==> src/rtl/keypad_scanner.sv <==
// keypad_scanner: scans a 4x4 active-low key matrix, debounces one key at a time, drives Key[4:0].
// Optional macro KEYPAD_REPEAT_EN adds auto-repeat by dropping Key[4] for one cycle per period.
module keypad_scanner #(
   parameter int SCAN_DIV      = 1000,
   parameter int DEBOUNCE_CNT  = 8,
   parameter int REPEAT_PERIOD = 250
) (
   input  logic       newClock,
   input  logic       reset,
   input  logic [3:0] Row,
   output logic [3:0] Col,
   output logic [4:0] Key
);

   localparam int DIV_W = $clog2(SCAN_DIV) + 1;
   localparam int CNT_W = $clog2(DEBOUNCE_CNT) + 1;
   localparam logic [DIV_W-1:0] DIV_LAST = DIV_W'(SCAN_DIV - 1);
   localparam logic [CNT_W-1:0] DEB_MAX  = CNT_W'(DEBOUNCE_CNT);

   // Out-of-range parameters show up as g_bad_params in the elaborated hierarchy.
   if (SCAN_DIV < 4 || DEBOUNCE_CNT < 1 || REPEAT_PERIOD < 1) begin : g_bad_params
   end

   typedef enum logic [1:0] {
      SCAN     = 2'd0,
      DEBOUNCE = 2'd1,
      HELD     = 2'd2
   } state_t;

   state_t           state, state_nxt;
   logic [DIV_W-1:0] div_cnt;
   logic [3:0]       row_p0, row_p1;
   logic [3:0]       col_cur, col_nxt;
   logic [4:0]       key_cur, key_nxt;
   logic [3:0]       code, code_nxt;
   logic [CNT_W-1:0] stable_cnt, stable_nxt, stable_inc;
   logic [CNT_W-1:0] rel_cnt, rel_nxt, rel_inc;
   logic             sample;
   logic             row_ok;
   logic [1:0]       row_idx;
   logic [1:0]       col_idx;
   logic [3:0]       cur_code;

`ifdef KEYPAD_REPEAT_EN
   localparam int REP_W = $clog2(REPEAT_PERIOD) + 1;
   localparam logic [REP_W-1:0] REP_MAX = REP_W'(REPEAT_PERIOD);
   logic [REP_W-1:0] rep_cnt, rep_nxt, rep_inc;
   logic             gap, gap_nxt;

   function automatic logic [REP_W-1:0] sat_inc_rep(input logic [REP_W-1:0] v);
      return (&v) ? v : v + REP_W'(1);
   endfunction
`endif

   function automatic logic [CNT_W-1:0] sat_inc(input logic [CNT_W-1:0] v);
      return (&v) ? v : v + CNT_W'(1);
   endfunction

   function automatic logic [3:0] rotl(input logic [3:0] c);
      return {c[2:0], c[3]};
   endfunction

   // Stage p0/p1: two-flop synchronizer on the asynchronous row lines
   always_ff @(posedge newClock or posedge reset) begin
      if (reset) begin
         row_p0 <= 4'b1111;
         row_p1 <= 4'b1111;
      end else begin
         row_p0 <= Row;
         row_p1 <= row_p0;
      end
   end

   assign sample = (div_cnt == DIV_LAST);

   // Anything other than exactly one low row is treated as no press (ghost rejection).
   always_comb begin
      row_ok  = 1'b1;
      row_idx = 2'd0;
      case (row_p1)
         4'b1110: row_idx = 2'd0;
         4'b1101: row_idx = 2'd1;
         4'b1011: row_idx = 2'd2;
         4'b0111: row_idx = 2'd3;
         default: row_ok  = 1'b0;
      endcase
   end

   always_comb begin
      col_idx = 2'd0;
      case (col_cur)
         4'b1101: col_idx = 2'd1;
         4'b1011: col_idx = 2'd2;
         4'b0111: col_idx = 2'd3;
         default: col_idx = 2'd0;
      endcase
   end

   assign cur_code   = {col_idx, row_idx};
   assign stable_inc = sat_inc(stable_cnt);
   assign rel_inc    = sat_inc(rel_cnt);
`ifdef KEYPAD_REPEAT_EN
   assign rep_inc    = sat_inc_rep(rep_cnt);
`endif

   always_comb begin
      state_nxt  = state;
      col_nxt    = col_cur;
      key_nxt    = key_cur;
      code_nxt   = code;
      stable_nxt = stable_cnt;
      rel_nxt    = rel_cnt;
`ifdef KEYPAD_REPEAT_EN
      rep_nxt    = rep_cnt;
      gap_nxt    = 1'b0;
      if (gap) begin
         key_nxt = {1'b1, code};
      end
`endif
      if (sample) begin
         case (state)
            SCAN: begin
               if (row_ok) begin
                  code_nxt   = cur_code;
                  stable_nxt = CNT_W'(1);
                  if (DEBOUNCE_CNT == 1) begin
                     state_nxt = HELD;
                     key_nxt   = {1'b1, cur_code};
                     rel_nxt   = '0;
`ifdef KEYPAD_REPEAT_EN
                     rep_nxt   = '0;
`endif
                  end else begin
                     state_nxt = DEBOUNCE;
                  end
               end else begin
                  col_nxt = rotl(col_cur);
               end
            end
            DEBOUNCE: begin
               if (row_ok && (cur_code == code)) begin
                  stable_nxt = stable_inc;
                  if (stable_inc >= DEB_MAX) begin
                     state_nxt = HELD;
                     key_nxt   = {1'b1, code};
                     rel_nxt   = '0;
`ifdef KEYPAD_REPEAT_EN
                     rep_nxt   = '0;
`endif
                  end
               end else begin
                  stable_nxt = '0;
                  col_nxt    = rotl(col_cur);
                  state_nxt  = SCAN;
               end
            end
            HELD: begin
               // A different valid code still counts as held; only empty samples release.
               if (!row_ok && (rel_inc >= DEB_MAX)) begin
                  key_nxt    = 5'b00000;
                  col_nxt    = rotl(col_cur);
                  state_nxt  = SCAN;
                  rel_nxt    = '0;
                  stable_nxt = '0;
`ifdef KEYPAD_REPEAT_EN
                  rep_nxt    = '0;
`endif
               end else begin
                  rel_nxt = row_ok ? '0 : rel_inc;
`ifdef KEYPAD_REPEAT_EN
                  if (rep_inc >= REP_MAX) begin
                     rep_nxt = '0;
                     key_nxt = 5'b00000;
                     gap_nxt = 1'b1;
                  end else begin
                     rep_nxt = rep_inc;
                  end
`endif
               end
            end
            default: state_nxt = SCAN;
         endcase
      end
   end

   // Control state: divider, FSM, column drive, counters and the Key register
   always_ff @(posedge newClock or posedge reset) begin
      if (reset) begin
         state      <= SCAN;
         div_cnt    <= '0;
         col_cur    <= 4'b1110;
         key_cur    <= 5'b00000;
         stable_cnt <= '0;
         rel_cnt    <= '0;
`ifdef KEYPAD_REPEAT_EN
         rep_cnt    <= '0;
         gap        <= 1'b0;
`endif
      end else begin
         state      <= state_nxt;
         div_cnt    <= sample ? '0 : div_cnt + DIV_W'(1);
         col_cur    <= col_nxt;
         key_cur    <= key_nxt;
         stable_cnt <= stable_nxt;
         rel_cnt    <= rel_nxt;
`ifdef KEYPAD_REPEAT_EN
         rep_cnt    <= rep_nxt;
         gap        <= gap_nxt;
`endif
      end
   end

   // Latched code is pure data; it is only read after SCAN has written it.
   always_ff @(posedge newClock) begin
      code <= code_nxt;
   end

   assign Col = col_cur;
   assign Key = key_cur;

endmodule

==> config.mk <==
export PLATFORM = sky130hd
export DESIGN_NAME = keypad_scanner
export DESIGN_NICKNAME = d
export VERILOG_FILES = /design/src/rtl/keypad_scanner.sv
export SDC_FILE = /design/constraint.sdc
export NUM_CORES = 1
export LEC_CHECK = 0
export BUFFER_PORTS_ARGS = -buffer_cell sky130_fd_sc_hd__buf_4
export CAP_MARGIN = 20
export CORE_MARGIN = 2
export CORE_UTILIZATION = 30
export DETAILED_ROUTE_END_ITERATION = 8
export PLACE_DENSITY = 0.56
export SYNTH_ARGS = -nofsm -noshare
export SYNTH_HDL_FRONTEND = slang
export SYNTH_SLANG_ARGS = --single-unit
==> constraint.sdc <==
create_clock -name newClock -period 5.8 [get_ports newClock]
set_input_delay 0 -clock newClock [delete_from_list [all_inputs] [get_ports newClock]]
set_output_delay 0 -clock newClock [all_outputs]
set_load 0.01 [all_outputs]
* Word level (Yosys, flattened, before mapping)
Cells that the tools add are included.
** Word-level totals
- Flip-flop bits (word level) :: 42
- Input port bits :: 6
- Output and inout bits :: 9
** Cells by class
- Add/subtract/negate cells :: 3
- $lt $le $gt $ge :: 2
- Equal/unequal tests :: 18
- Multiplexer cells :: 28
- Reductions and logical operators :: 15
** Operators by type and width (number)
- two-way mux 4 bit :: 12
- case mux 4 bit (3 select lines) :: 2
- == test 4 bit, second input constant :: 5
- AND reduction 4 bit :: 5
- case mux 2 bit (3 select lines) :: 3
- two-way mux 5 bit :: 3
- inequality test 2 bit, second input constant :: 6
- adder 11 x 1 -> 11 bit, second input constant :: 1
- == test 11 x 10 -> 1 bit, second input constant :: 1
- two-way mux 11 bit :: 1
- case mux 5 bit (2 select lines) :: 1
- AND reduction 5 bit :: 2
- adder 4 x 1 -> 4 bit, second input constant :: 2
- == test 4 x 3 -> 1 bit, second input constant :: 2
- >= comparator 4 bit, second input constant :: 2
- two-way mux 2 bit :: 4
- case mux 4 bit (2 select lines) :: 1
- == test 4 bit :: 1
- OR reduction 4 bit :: 1
- inequality test 3 bit, second input constant :: 1
- AND reduction 3 bit :: 1
- nonzero test 3 bit :: 1
- == test 2 x 1 -> 1 bit, second input constant :: 1
- == test 2 bit, second input constant :: 1
- other kinds (5) :: 6

* Longest topological paths before layout
- Depth in word-level cells :: 7
- Mapped depth :: 8
- Gate-level depth less buffers :: 7

* Worst setup path before layout
OpenSTA, ideal clock, no wires.
- Path kind :: register -> register
- Start point :: register col_cur[3], in the netlist Col[3]
- End point :: register col_cur[0], in the netlist Col[0]
- Data arrival time :: 2023 ps
- Slack :: 3652 ps
- Stages on the path, launching flop included :: 8
- Path buffers :: 1
- Path through :: dfstp_2 > buf_6 > o21ai_0 > o311ai_1 > o221ai_2 > o2111ai_4 > and4b_4 > mux2_4
** On the way
- Word-level cells in the longest chain between the ends :: 6
- Elaborated cells on any way between the ends :: 12
** RTL lines
- from (decl) :: RTL line 33 : logic [3:0] col_cur, col_nxt;
- from (signal assigned) :: RTL line 202 : col_cur <= col_nxt;
- == test 4 x 3 -> 1 bit / == test 4 bit (equally long branches) :: RTL line 91 : case (col_cur)
- case mux 2 bit (3 select lines) :: RTL line 91
- == test 4 bit :: RTL line 141 : if (row_ok && (cur_code == code)) begin
- logical AND 1 bit :: RTL line 141
- inequality test 2 bit (no line)
- AND reduction 5 bit (no line)
Parallel ways exist; a longest one is shown, timed or not. The select of a mux whose other input is x is not followed.
A chain may end at the register's enable or synchronous reset.

* Final worst setup path
- Start point :: register row_p1[3]
- End point :: register col_cur[0], in the netlist Col[0]
** On the way
- Word-level cells in the longest chain between the ends :: 7
- Elaborated cells on any way between the ends :: 15
** RTL lines
- from (decl) :: RTL line 32 : logic [3:0] row_p0, row_p1;
- from (signal assigned) :: RTL line 70 : row_p1 <= row_p0;
- branches (longest 6 deep; another with == test 4 x 3 -> 1 bit)
- AND reduction 5 bit (no line) *
Mark *: on every way between the ends.

==> flow_summary.toml <==
[yosys]
netlist_top_cells_count = "27 x dfrtp_1, 17 x nor2_1, 14 x inv_1"
yosys.area.top_type_share = 0.295
synth_top_cells_by_area = "dfrtp_1 29%, dfstp_2 13%, edfxtp_1 5.2%, ha_1 3.8%, xor2_1 3.1%"
yosys_warnings = 0
synth.net_count = 222
synth_cells = 209
most_numerous_cell_in_the_yosys_netlist = "dfrtp_1"
synth_cell_types = 54
avgSynthCellArea_um2 = 11.0
synth.yosys.seq_area_share = 0.473
synth-seq-cells = 42
synth-main-ff-cell = "dfrtp_1"
yosys_top_cell_by_area = "dfrtp_1"
postSynth.asyncResetShare = 0.905
synth-edff-count = 4
cell_area_after_technology_mapping_um2 = 2290

[power_and_ir_drop]
sw_frac_of_total = 0.214
power.combinational.fraction = 0.043
power.density_nw_per_um2 = 199
power.total_uw = 519
power_switching_uw = 111
seq_power_share = 0.588
pwr-share-clk = 0.369
irDropWorstVdd_v = 0.000130
internal-power_uw = 408
cellLeakagePower_nw = 1.14

[routing]
detail_route.iter0.violations = 32
vias_per_cell = 4.87
drcViolationCount = 0
post_drt_wl_per_cell_um = 13.0
postRouteAntennaNets = 0
routed_wl_um = 4270
route.vias.total = 1601
tritonroute_pass_1_iters = 4

[timing]
slew_headroom = 0.684
min_period_ns = 2.44
timing.fmax_mhz = 410
slew_at_the_pin_closest_to_its_max_slew_limit_ns = 0.473
rsz0062_at_grt = "false"
clock_skew_ns = 0.00521
count_of_pins_over_their_slew_limit = 0
setup-tns-final_ns = 0
timing.final.setup_violations = 0
hold_viol = 0
fin_crit_sh = 0.420

[setup_path]
timing.critical_path.cells = "and3b_1 -> a21oi_1 -> o32ai_2 -> o2111ai_4 -> and4b_4 -> mux2_4"
critical-path-max-stage-delay_ns = 0.67
worstPathMaxFanout = 16
critical_path.startpoint_type = "flop"
arrival_ns = 2.62
critical_setup_path_kind = "flop to flop"
critical_path.slowest_cell = "dfstp_2"
worstSetupEndpointType = "flop"
cp.required_ns = 5.98

[final_layout]
fin_cells = 329
area_growth_pct = 13.9
layout.nets = 242
layout-drive-gt1-share = 0.209
antennaDiodeCount = 0
final_core_utilization = 0.356

[clock_tree]
cts-htree-levels = 2
clock_input_transition_at_the_sequential_cells_of_the_worst_setup_and_hold_paths_ns = 0.08
cts_tree = "yes"
cts.sinks = 42
post_cts_resized = 0
clock_path_buffers = 2
clk-insertion-delay-late_ns = 0.29
cts.repair_timing.setup_buffer_count = 0
cts_buffers = 5
clock_tree.root_cell = "clkbuf_8"

[placement]
numPlacedInstances = 316
dp_hpwl_um = 3050
io_buffer_count = 14
routabilityCongestion = 0.803

[floorplan]
rows = 31
core_region_area_um2 = 7330
number_of_primary_i_o_pins = 15
dieArea_um2 = 8360
die_h_um = 91.4
initial_utilization = 0.313
dieWidth_um = 91.4

[global_routing]
grt_first_pass_wirelength_um = 7230
number_of_antenna_violations_at_the_first_check_in_global_routing = 0
largest_net_degree_at_the_start_of_global_routing = 39
gr-total-overflow = 0
grt.total_usage = 0.106
grt_pass1_vias = 1556

[min_path]
hold_class = "flop to flop"

[run_status]
run_status = "finished clean"

[job]
timing.max_cap.violations = 0
-- cells in the final DEF (no fill, tap or decap), types with 8 or more instances in the layout --
cell and count:
xor2_1 8, nor2_1 17, and3_1 9, dfrtp_1 27, a21oi_1 11, dfstp_2 11
buf_4 15, inv_1 14, nand3_1 10, nand2_1 12
-- sequential cells by signal, indices dropped and copies added (netlist names) --
| name | cells |
|---|---|
| rel_cnt | 4 |
| row_p0 | 4 |
| code | 4 |
| state | 2 |
| row_p1 | 4 |
| Col | 4 |
| div_cnt | 11 |
| Key | 5 |
| stable_cnt | 4 |
-- cell type report --
cell class,instances,area [µm²]
fillers,732,4720
inverters,14,52.6
repair buffers,20,163
clock inverters,1,5.00
multi-input cells,146,1090
clock buffers,7,86.3
flip-flops and latches,42,1080
well taps,99,124
-- routing by layer --
| metal | up-vias | track usage | wire length [µm] |
|---|---|---|---|
| met4 | 0 | 0.0429 | 73 |
| met3 | 7 | 0.0257 | 95 |
| met1 | 780 | 0.141 | 2090 |
| met5 | - | 0 | 0 |
| met2 | 15 | 0.164 | 2010 |
| li1 | 799 | - | - |
-- power groups by stage --
stage,sequential [mW],combinational [mW],clock [mW]
floorplan,0.308,0.0170,0
global placement,0.311,0.0198,0
detailed placement,0.311,0.0198,0
CTS,0.305,0.0227,0.200
global route,0.306,0.0248,0.211
finish,0.305,0.0221,0.192
-- critical path: cells and delay by family, from the launching register on --
family	cells	cell delay, ns
AO/OA/AOI/OAI	3	0.76
flip-flops	1	0.67
multiplexers	1	0.31
AND/OR/NAND/NOR	2	0.59
-- what timing repair did --
| action | in CTS | in global routing |
|---|---|---|
| endpoints found under the setup margin | 0 | 0 |
| endpoints found under the hold margin | 31 | 0 |
| hold buffers | 5 | 0 |
-- cell families (layout without fill, tap and decap cells) --
kind of cell	count (synthesis)	in the layout	synth area share
simple gates	74	74	0.190
fa+ha+maj	7	7	0.0382
compound gates	48	48	0.163
mux	7	7	0.0398
buf+inv	21	42	0.0491
flops	42	42	0.473
xor+xnor	10	10	0.0464
-- path summary, 6_finish.rpt --
kind / start / cells past startpoint / slack, ns / to
worst max-delay path: row_p1[3]$_DFF_PP1_ / 6 / 3.36 / Col[0]$_DFFE_PP0P_
worst min-delay path: row_p0[0]$_DFF_PP1_ / 0 / 0.36 / row_p1[0]$_DFF_PP1_
worst max register to register: row_p1[3]$_DFF_PP1_ / 6 / 3.36 / Col[0]$_DFFE_PP0P_
worst min register to register: row_p0[0]$_DFF_PP1_ / 0 / 0.36 / row_p1[0]$_DFF_PP1_
max in group asynchronous: reset / 4 / 5.07 / row_p1[1]$_DFF_PP1_
min in group asynchronous: reset / 4 / 0.38 / state[1]$_DFFE_PP0P_
-- per-stage QoR --
| stage | area (µm²) | hold slack [ns] | setup WS, ns |
|---|---|---|---|
| after floorplan | 2290 | 0.00448 | 3.65 |
| after global placement | 2470 | 0.108 | 3.45 |
| after detailed placement | 2470 | 0.109 | 3.40 |
| after CTS | 2610 | 0.349 | 3.38 |
| after global routing | 2610 | 0.362 | 3.26 |
| final | 2610 | 0.357 | 3.36 |
(Power assumes the default switching activity.)
